## config.mk

```make
export PLATFORM = sky130hd
export DESIGN_NAME = parking_controller_flat
export DESIGN_NICKNAME = d
export VERILOG_FILES = /design/src/rtl/parking_controller_if.sv /design/src/rtl/parking_controller.sv /design/src/flat_wrapper.sv
export SDC_FILE = /design/constraint.sdc
export NUM_CORES = 1
export LEC_CHECK = 0
export CORE_AREA = 2 2 65 43
export CTS_CLUSTER_DIAMETER = 200
export DETAILED_ROUTE_END_ITERATION = 12
export DIE_AREA = 0 0 67 45
export PLACE_DENSITY = 0.68
export SYNTH_ARGS = -nofsm -noshare
export SYNTH_HDL_FRONTEND = slang
export SYNTH_SLANG_ARGS = --single-unit
```

## constraint.sdc

```tcl
create_clock -name clk -period 4.6 [get_ports clk]
set_clock_uncertainty 0.2 [all_clocks]
set_input_delay 0.92 -clock clk [delete_from_list [all_inputs] [get_ports clk]]
set_output_delay 0.92 -clock clk [all_outputs]
set_load 0.02 [all_outputs]
```

## src/rtl/parking_controller_if.sv

```systemverilog
// Sensor, slot-select and status signals of the parking-lot controller.
// PARKING_STATS_EN adds the entries_total/rejects_total statistic counters.
interface parking_controller_if #(
  parameter int SLOTS = 4
);
  localparam int IW = $clog2(SLOTS + 1);

  logic             entry_sensor;
  logic             exit_sensor;
  logic [IW-1:0]    slot_sel;
  logic [SLOTS-1:0] parking_slots;
  logic             door_open;
  logic             full_light;
  logic [IW-1:0]    capacity;
  logic [IW-1:0]    best_place;
  logic             error;
`ifdef PARKING_STATS_EN
  logic [15:0]      entries_total;
  logic [15:0]      rejects_total;

  modport master (
    output entry_sensor, exit_sensor, slot_sel,
    input  parking_slots, door_open, full_light, capacity, best_place, error,
           entries_total, rejects_total
  );
  modport slave (
    input  entry_sensor, exit_sensor, slot_sel,
    output parking_slots, door_open, full_light, capacity, best_place, error,
           entries_total, rejects_total
  );
`else
  modport master (
    output entry_sensor, exit_sensor, slot_sel,
    input  parking_slots, door_open, full_light, capacity, best_place, error
  );
  modport slave (
    input  entry_sensor, exit_sensor, slot_sel,
    output parking_slots, door_open, full_light, capacity, best_place, error
  );
`endif
endinterface

```

## src/rtl/parking_controller.sv

```systemverilog
// Parking-lot controller: sensor sync/debounce, lowest-free-slot allocation, door pulse.
// Optional statistics counters are enabled with PARKING_STATS_EN.
module parking_controller #(
  parameter int SLOTS       = 4,
  parameter int DEBOUNCE    = 2,
  parameter int DOOR_CYCLES = 3
) (
  input  logic                 clk,
  input  logic                 rst_n,
  parking_controller_if.slave  bus
);
  localparam int IW = $clog2(SLOTS + 1);
  localparam int DW = (DEBOUNCE > 1) ? $clog2(DEBOUNCE) : 1;
  localparam int CW = (DOOR_CYCLES > 1) ? $clog2(DOOR_CYCLES) : 1;

  typedef enum logic {IDLE, DOOR} state_t;

  // Sensor pipelines: index 0 is the entry sensor, index 1 the exit sensor.
  logic [1:0]         sync1_q, sync1_d;
  logic [1:0]         sync2_q, sync2_d;
  logic [1:0]         deb_q, deb_d;
  logic [1:0]         deb_prev_q, deb_prev_d;
  logic [1:0]         evt_q, evt_d;
  logic [1:0][DW-1:0] cnt_q, cnt_d;

  state_t             state_q, state_d;
  logic [CW-1:0]      door_cnt_q, door_cnt_d;
  logic [SLOTS-1:0]   occ_q, occ_d;
  logic               err_q, err_d;
  logic               full_q, full_d;
  logic [IW-1:0]      capacity_c;
  logic [IW-1:0]      best_c;
  logic               sel_hit;
`ifdef PARKING_STATS_EN
  logic [15:0]        entries_q, entries_d;
  logic [15:0]        rejects_q, rejects_d;
`endif

  always_comb begin
    sync1_d    = {bus.exit_sensor, bus.entry_sensor};
    sync2_d    = sync1_q;
    deb_d      = deb_q;
    cnt_d      = cnt_q;
    deb_prev_d = deb_q;
    evt_d      = deb_q & ~deb_prev_q;
    for (int s = 0; s < 2; s++) begin
      if (sync2_q[s] != deb_q[s]) begin
        if (cnt_q[s] == DW'(DEBOUNCE - 1)) begin
          deb_d[s] = sync2_q[s];
          cnt_d[s] = '0;
        end else begin
          cnt_d[s] = cnt_q[s] + 1'b1;
        end
      end else begin
        cnt_d[s] = '0;
      end
    end
  end

  // Free-slot count and lowest free slot, both straight from the occupancy register.
  always_comb begin
    int free_cnt;
    free_cnt = 0;
    best_c   = '0;
    for (int i = SLOTS - 1; i >= 0; i--) begin
      if (!occ_q[i]) begin
        free_cnt = free_cnt + 1;
        best_c   = IW'(i + 1);
      end
    end
    capacity_c = IW'(free_cnt);
  end

  always_comb begin
    sel_hit = 1'b0;
    for (int i = 0; i < SLOTS; i++) begin
      if (bus.slot_sel == IW'(i + 1) && occ_q[i]) sel_hit = 1'b1;
    end
  end

  always_comb begin
    state_d    = state_q;
    door_cnt_d = door_cnt_q;
    occ_d      = occ_q;
    err_d      = 1'b0;
    full_d     = (capacity_c == '0) && deb_q[0] && !deb_q[1];
`ifdef PARKING_STATS_EN
    entries_d  = entries_q;
    rejects_d  = rejects_q;
`endif
    case (state_q)
      IDLE: begin
        if (evt_q[1]) begin
          if (sel_hit) begin
            for (int i = 0; i < SLOTS; i++) begin
              if (bus.slot_sel == IW'(i + 1)) occ_d[i] = 1'b0;
            end
            state_d    = DOOR;
            door_cnt_d = '0;
          end else begin
            err_d = 1'b1;
          end
        end else if (evt_q[0]) begin
          if (capacity_c != '0) begin
            for (int i = 0; i < SLOTS; i++) begin
              if (best_c == IW'(i + 1)) occ_d[i] = 1'b1;
            end
            state_d    = DOOR;
            door_cnt_d = '0;
`ifdef PARKING_STATS_EN
            if (entries_q != 16'hFFFF) entries_d = entries_q + 16'd1;
`endif
          end else begin
            err_d = 1'b1;
`ifdef PARKING_STATS_EN
            if (rejects_q != 16'hFFFF) rejects_d = rejects_q + 16'd1;
`endif
          end
        end
      end
      DOOR: begin
        if (door_cnt_q == CW'(DOOR_CYCLES - 1)) begin
          state_d    = IDLE;
          door_cnt_d = '0;
        end else begin
          door_cnt_d = door_cnt_q + 1'b1;
        end
      end
      default: state_d = IDLE;
    endcase
  end

  always_ff @(posedge clk or negedge rst_n) begin
    if (!rst_n) begin
      sync1_q    <= '0;
      sync2_q    <= '0;
      deb_q      <= '0;
      deb_prev_q <= '0;
      evt_q      <= '0;
      cnt_q      <= '0;
      state_q    <= IDLE;
      door_cnt_q <= '0;
      occ_q      <= '0;
      err_q      <= 1'b0;
      full_q     <= 1'b0;
`ifdef PARKING_STATS_EN
      entries_q  <= '0;
      rejects_q  <= '0;
`endif
    end else begin
      sync1_q    <= sync1_d;
      sync2_q    <= sync2_d;
      deb_q      <= deb_d;
      deb_prev_q <= deb_prev_d;
      evt_q      <= evt_d;
      cnt_q      <= cnt_d;
      state_q    <= state_d;
      door_cnt_q <= door_cnt_d;
      occ_q      <= occ_d;
      err_q      <= err_d;
      full_q     <= full_d;
`ifdef PARKING_STATS_EN
      entries_q  <= entries_d;
      rejects_q  <= rejects_d;
`endif
    end
  end

  assign bus.parking_slots = occ_q;
  assign bus.door_open     = (state_q == DOOR);
  assign bus.full_light    = full_q;
  assign bus.capacity      = capacity_c;
  assign bus.best_place    = best_c;
  assign bus.error         = err_q;
`ifdef PARKING_STATS_EN
  assign bus.entries_total = entries_q;
  assign bus.rejects_total = rejects_q;
`endif

endmodule
```

## src/flat_wrapper.sv

```systemverilog
// flat-port wrapper written by rule: the top's interface ports become plain ports
module parking_controller_flat 
#(
  parameter int SLOTS       = 4,
  parameter int DEBOUNCE    = 2,
  parameter int DOOR_CYCLES = 3
)
  (clk, rst_n, bus_entry_sensor, bus_exit_sensor, bus_slot_sel, bus_parking_slots, bus_door_open, bus_full_light, bus_capacity, bus_best_place, bus_error);
  parking_controller_if #(.SLOTS(SLOTS)) bus_i ();
  input  logic clk;
  input  logic rst_n;
  input wire logic [$bits(bus_i.entry_sensor)-1:0] bus_entry_sensor;
  input wire logic [$bits(bus_i.exit_sensor)-1:0] bus_exit_sensor;
  input wire logic [$bits(bus_i.slot_sel)-1:0] bus_slot_sel;
  output wire logic [$bits(bus_i.parking_slots)-1:0] bus_parking_slots;
  output wire logic [$bits(bus_i.door_open)-1:0] bus_door_open;
  output wire logic [$bits(bus_i.full_light)-1:0] bus_full_light;
  output wire logic [$bits(bus_i.capacity)-1:0] bus_capacity;
  output wire logic [$bits(bus_i.best_place)-1:0] bus_best_place;
  output wire logic [$bits(bus_i.error)-1:0] bus_error;
  assign bus_i.entry_sensor = bus_entry_sensor;
  assign bus_i.exit_sensor = bus_exit_sensor;
  assign bus_i.slot_sel = bus_slot_sel;
  assign bus_parking_slots = bus_i.parking_slots;
  assign bus_door_open = bus_i.door_open;
  assign bus_full_light = bus_i.full_light;
  assign bus_capacity = bus_i.capacity;
  assign bus_best_place = bus_i.best_place;
  assign bus_error = bus_i.error;
  parking_controller #(.SLOTS(SLOTS), .DEBOUNCE(DEBOUNCE), .DOOR_CYCLES(DOOR_CYCLES)) u_core (.clk(clk), .rst_n(rst_n), .bus(bus_i));
endmodule
```

==> flow_metrics.env <==
export IMPL_antennaDiodeCount=0
export IMPL_synth_seq_cells=21
export IMPL_timing_fmax_mhz=260
export IMPL_area_growth_pct=25.1
export IMPL_synth_edf_count=0
export IMPL_worstMarginPinSlew_ps=888
export IMPL_placeableCoreArea_um2=2380
export IMPL_cts_root_buf="clkbuf_8"
export IMPL_hold_ws_ps=148
export IMPL_tritoncts="done"
export IMPL_ys_warn_count=0
export IMPL_rsz0062_at_grt="no"
export IMPL_critPathMaxStageDelay_ps=540
export IMPL_antenna_found_initial=0
export IMPL_p_leak_nw=0.558
export IMPL_cts_sinks=21
export IMPL_start_util_pct=43.2
export IMPL_end_kind="primary output"
export IMPL_first_iter_violations=33
export IMPL_die_w_um=67
export IMPL_layout_min_cycle_time_ps=3850
export IMPL_p_per_area_nw_per_um2=804
export IMPL_dp_hpwl_mm=1.44
export IMPL_port_buffers=19
export IMPL_nets=125
export IMPL_clockBufferDepth=2
export IMPL_gr_usage_all_layers_pct=15.1
export IMPL_layout_cells_non_filler=145
export IMPL_cp_required_ps=3480
export IMPL_cp_start_kind="register"
export IMPL_vdd_ir_drop_max_mv=0.289
export IMPL_synth_ff_type="dfrtp_1"
export IMPL_clk_pin_slew_ps=70
export IMPL_firstDrtPassIters=4
export IMPL_netlist_area_um2=1030
export IMPL_post_cts_buffers=0
export IMPL_hp_class="register to register"
export IMPL_gp_congestion=0.770
export IMPL_cts_resized_gates=0
export IMPL_grt_max_degree=22
export IMPL_crit_buf_inv=3
export IMPL_cts_inserted_buffers=3
export IMPL_grt_pass1_vias=678
export IMPL_ioPinCount=20
export IMPL_hold_buffers=0
export IMPL_drt_drc_violations_left=0
export IMPL_insertion_delay_ps=250
export IMPL_crit_fanout=8
export IMPL_crit_family="buffers and inverters"
export IMPL_num_vias=783
export IMPL_cpMaxStageDelayCell="clkdlybuf4s50_1"
export IMPL_tns_ps=0
export IMPL_layout_commonest_cell="dfrtp_1"
export IMPL_relSlewSlack_pct=40.6
export IMPL_synth_avg_cell_area_um2=11.1
export IMPL_fp_dieH_um=45
export IMPL_finalSetupViolCount=0
export IMPL_syn_instance_count=93
export IMPL_hold_viol=0
export IMPL_die_area_um2=3020
export IMPL_arrival_ps=2730
export IMPL_outcome="complete, no violations"
export IMPL_grt_overflow_total=0
export IMPL_wl_mm=1.95
export IMPL_cts_max_level=1
export IMPL_antenna_left=0
export IMPL_num_rows=14
export IMPL_layout_common_cells="dfrtp_1, clkdlybuf4s50_1, o21ai_0, inv_1, nor2_1"
export IMPL_ys_types=32
export IMPL_drive_above_1_share_pct=9.73
export IMPL_grt_pass1_wl_mm=3.25
export IMPL_synth_seq_area_share_pct=51.1
export IMPL_dp_cells=141
export IMPL_wl_per_cell_um=13.4
export IMPL_path_cells="inv_1 -> ha_1 -> xnor2_1 -> ha_1 -> nor2b_1 -> xor2_1 -> inv_1 -> clkdlybuf4s50_1"
export IMPL_worst_setup_path_type="register to primary output"
export IMPL_drv_cap=0
export IMPL_synth_nets=104
export IMPL_post_route_period_util_pct=83.7
export IMPL_drt_vias_per_instance=5.40
export IMPL_drv_slew=0
export IMPL_async_reset_ff_share_pct=100
report_power, final:
part / internal, mW / total, mW / switching [mW] / leakage [nW]
clock network: 0.0601 / 0.113 / 0.0533 / 0.0255
registers: 0.258 / 0.355 / 0.0968 / 0.249
logic: 0.286 / 0.566 / 0.280 / 0.283
path summary, 6_finish.rpt:
path | start | end | slack [ps] | depth (start not counted)
max in group asynchronous | rst_n | u_core.door_cnt_q[1]$_DFFE_PN0P_ | 2690 | 1
worst min register to register | u_core.sync1_q[1]$_DFF_PN0_ | u_core.sync2_q[1]$_DFF_PN0_ | 150 | 0
worst max-delay path | u_core.bus.parking_slots[2]$_DFFE_PN0P_ | bus_capacity[2] | 750 | 8
worst max register to register | u_core.bus.parking_slots[2]$_DFFE_PN0P_ | u_core.door_cnt_q[0]$_DFFE_PN0P_ | 1490 | 8
min in group asynchronous | rst_n | u_core.bus.full_light$_DFF_PN0_ | 970 | 1
worst min-delay path | u_core.sync1_q[1]$_DFF_PN0_ | u_core.sync2_q[1]$_DFF_PN0_ | 150 | 0
final cells by class:
class / instances / area (um^2)
clock buffers: 3 / 41.3
clock inverters: 1 / 5.00
fillers: 226 / 1100
inverters: 7 / 26.3
multi-input cells: 62 / 458
flip-flops and latches: 21 / 526
well taps: 32 / 40.0
repair buffers: 19 / 190
per-layer routing:
metal  share of wire, %  global-route usage, %  routed length (um)  vias to the layer above
met2                 44                   21.4                 861                       23
met3                6.4                   5.99                 124                        2
li1                   -                      -                   -                      371
met1                 49                   21.8                 948                      387
met5                  0                      0                   0                        -
met4               0.57                   3.67                  11                        0
per-stage QoR:
step / utilization (%) / instance area, um^2 / setup WS, ps / power (mW)
finish: 54.0 / 1290 / 749 / 1.03
global route: 54.0 / 1290 / 538 / 1.12
CTS: 54.0 / 1290 / 737 / 1.04
detailed placement: 52.0 / 1240 / 1010 / 0.924
global placement: 52.0 / 1240 / 1120 / 0.910
floorplan: - / 1030 / 1510 / 0.707
state kept, by name, summed over array words and instances, names as in the netlist, 2 cells and up:
name                      flops
u_core.door_cnt_q             2
u_core.deb_prev_d             2
u_core.cnt_q                  2
u_core.bus.parking_slots      4
u_core.deb_prev_q             2
u_core.sync1_q                2
u_core.sync2_q                2
u_core.evt_q                  2
Yosys cell counts, drive strengths merged (2+ instances only):
cell    number  area (um^2)
a21oi        2         10.0
and4b        2         20.0
buf          2         15.0
dfrtp       21          526
ha           4         50.1
inv          7         26.3
mux2         3         33.8
nand2        5         18.8
nand2b       2         12.5
nand3b       4         30.0
nor2         6         22.5
nor2b        5         31.3
nor4bb       2         20.0
o21ai        9         45.0
xnor2        4         35.0
cells by family after synthesis:
family / after synthesis / synth area share (%)
compound gates: 19 / 13.4
xor+xnor: 5 / 4.26
fa+ha+maj: 4 / 4.87
buf+inv: 10 / 4.38
flops: 21 / 51.1
mux: 3 / 3.28
simple gates: 31 / 18.7
(Power assumes the default switching activity.)
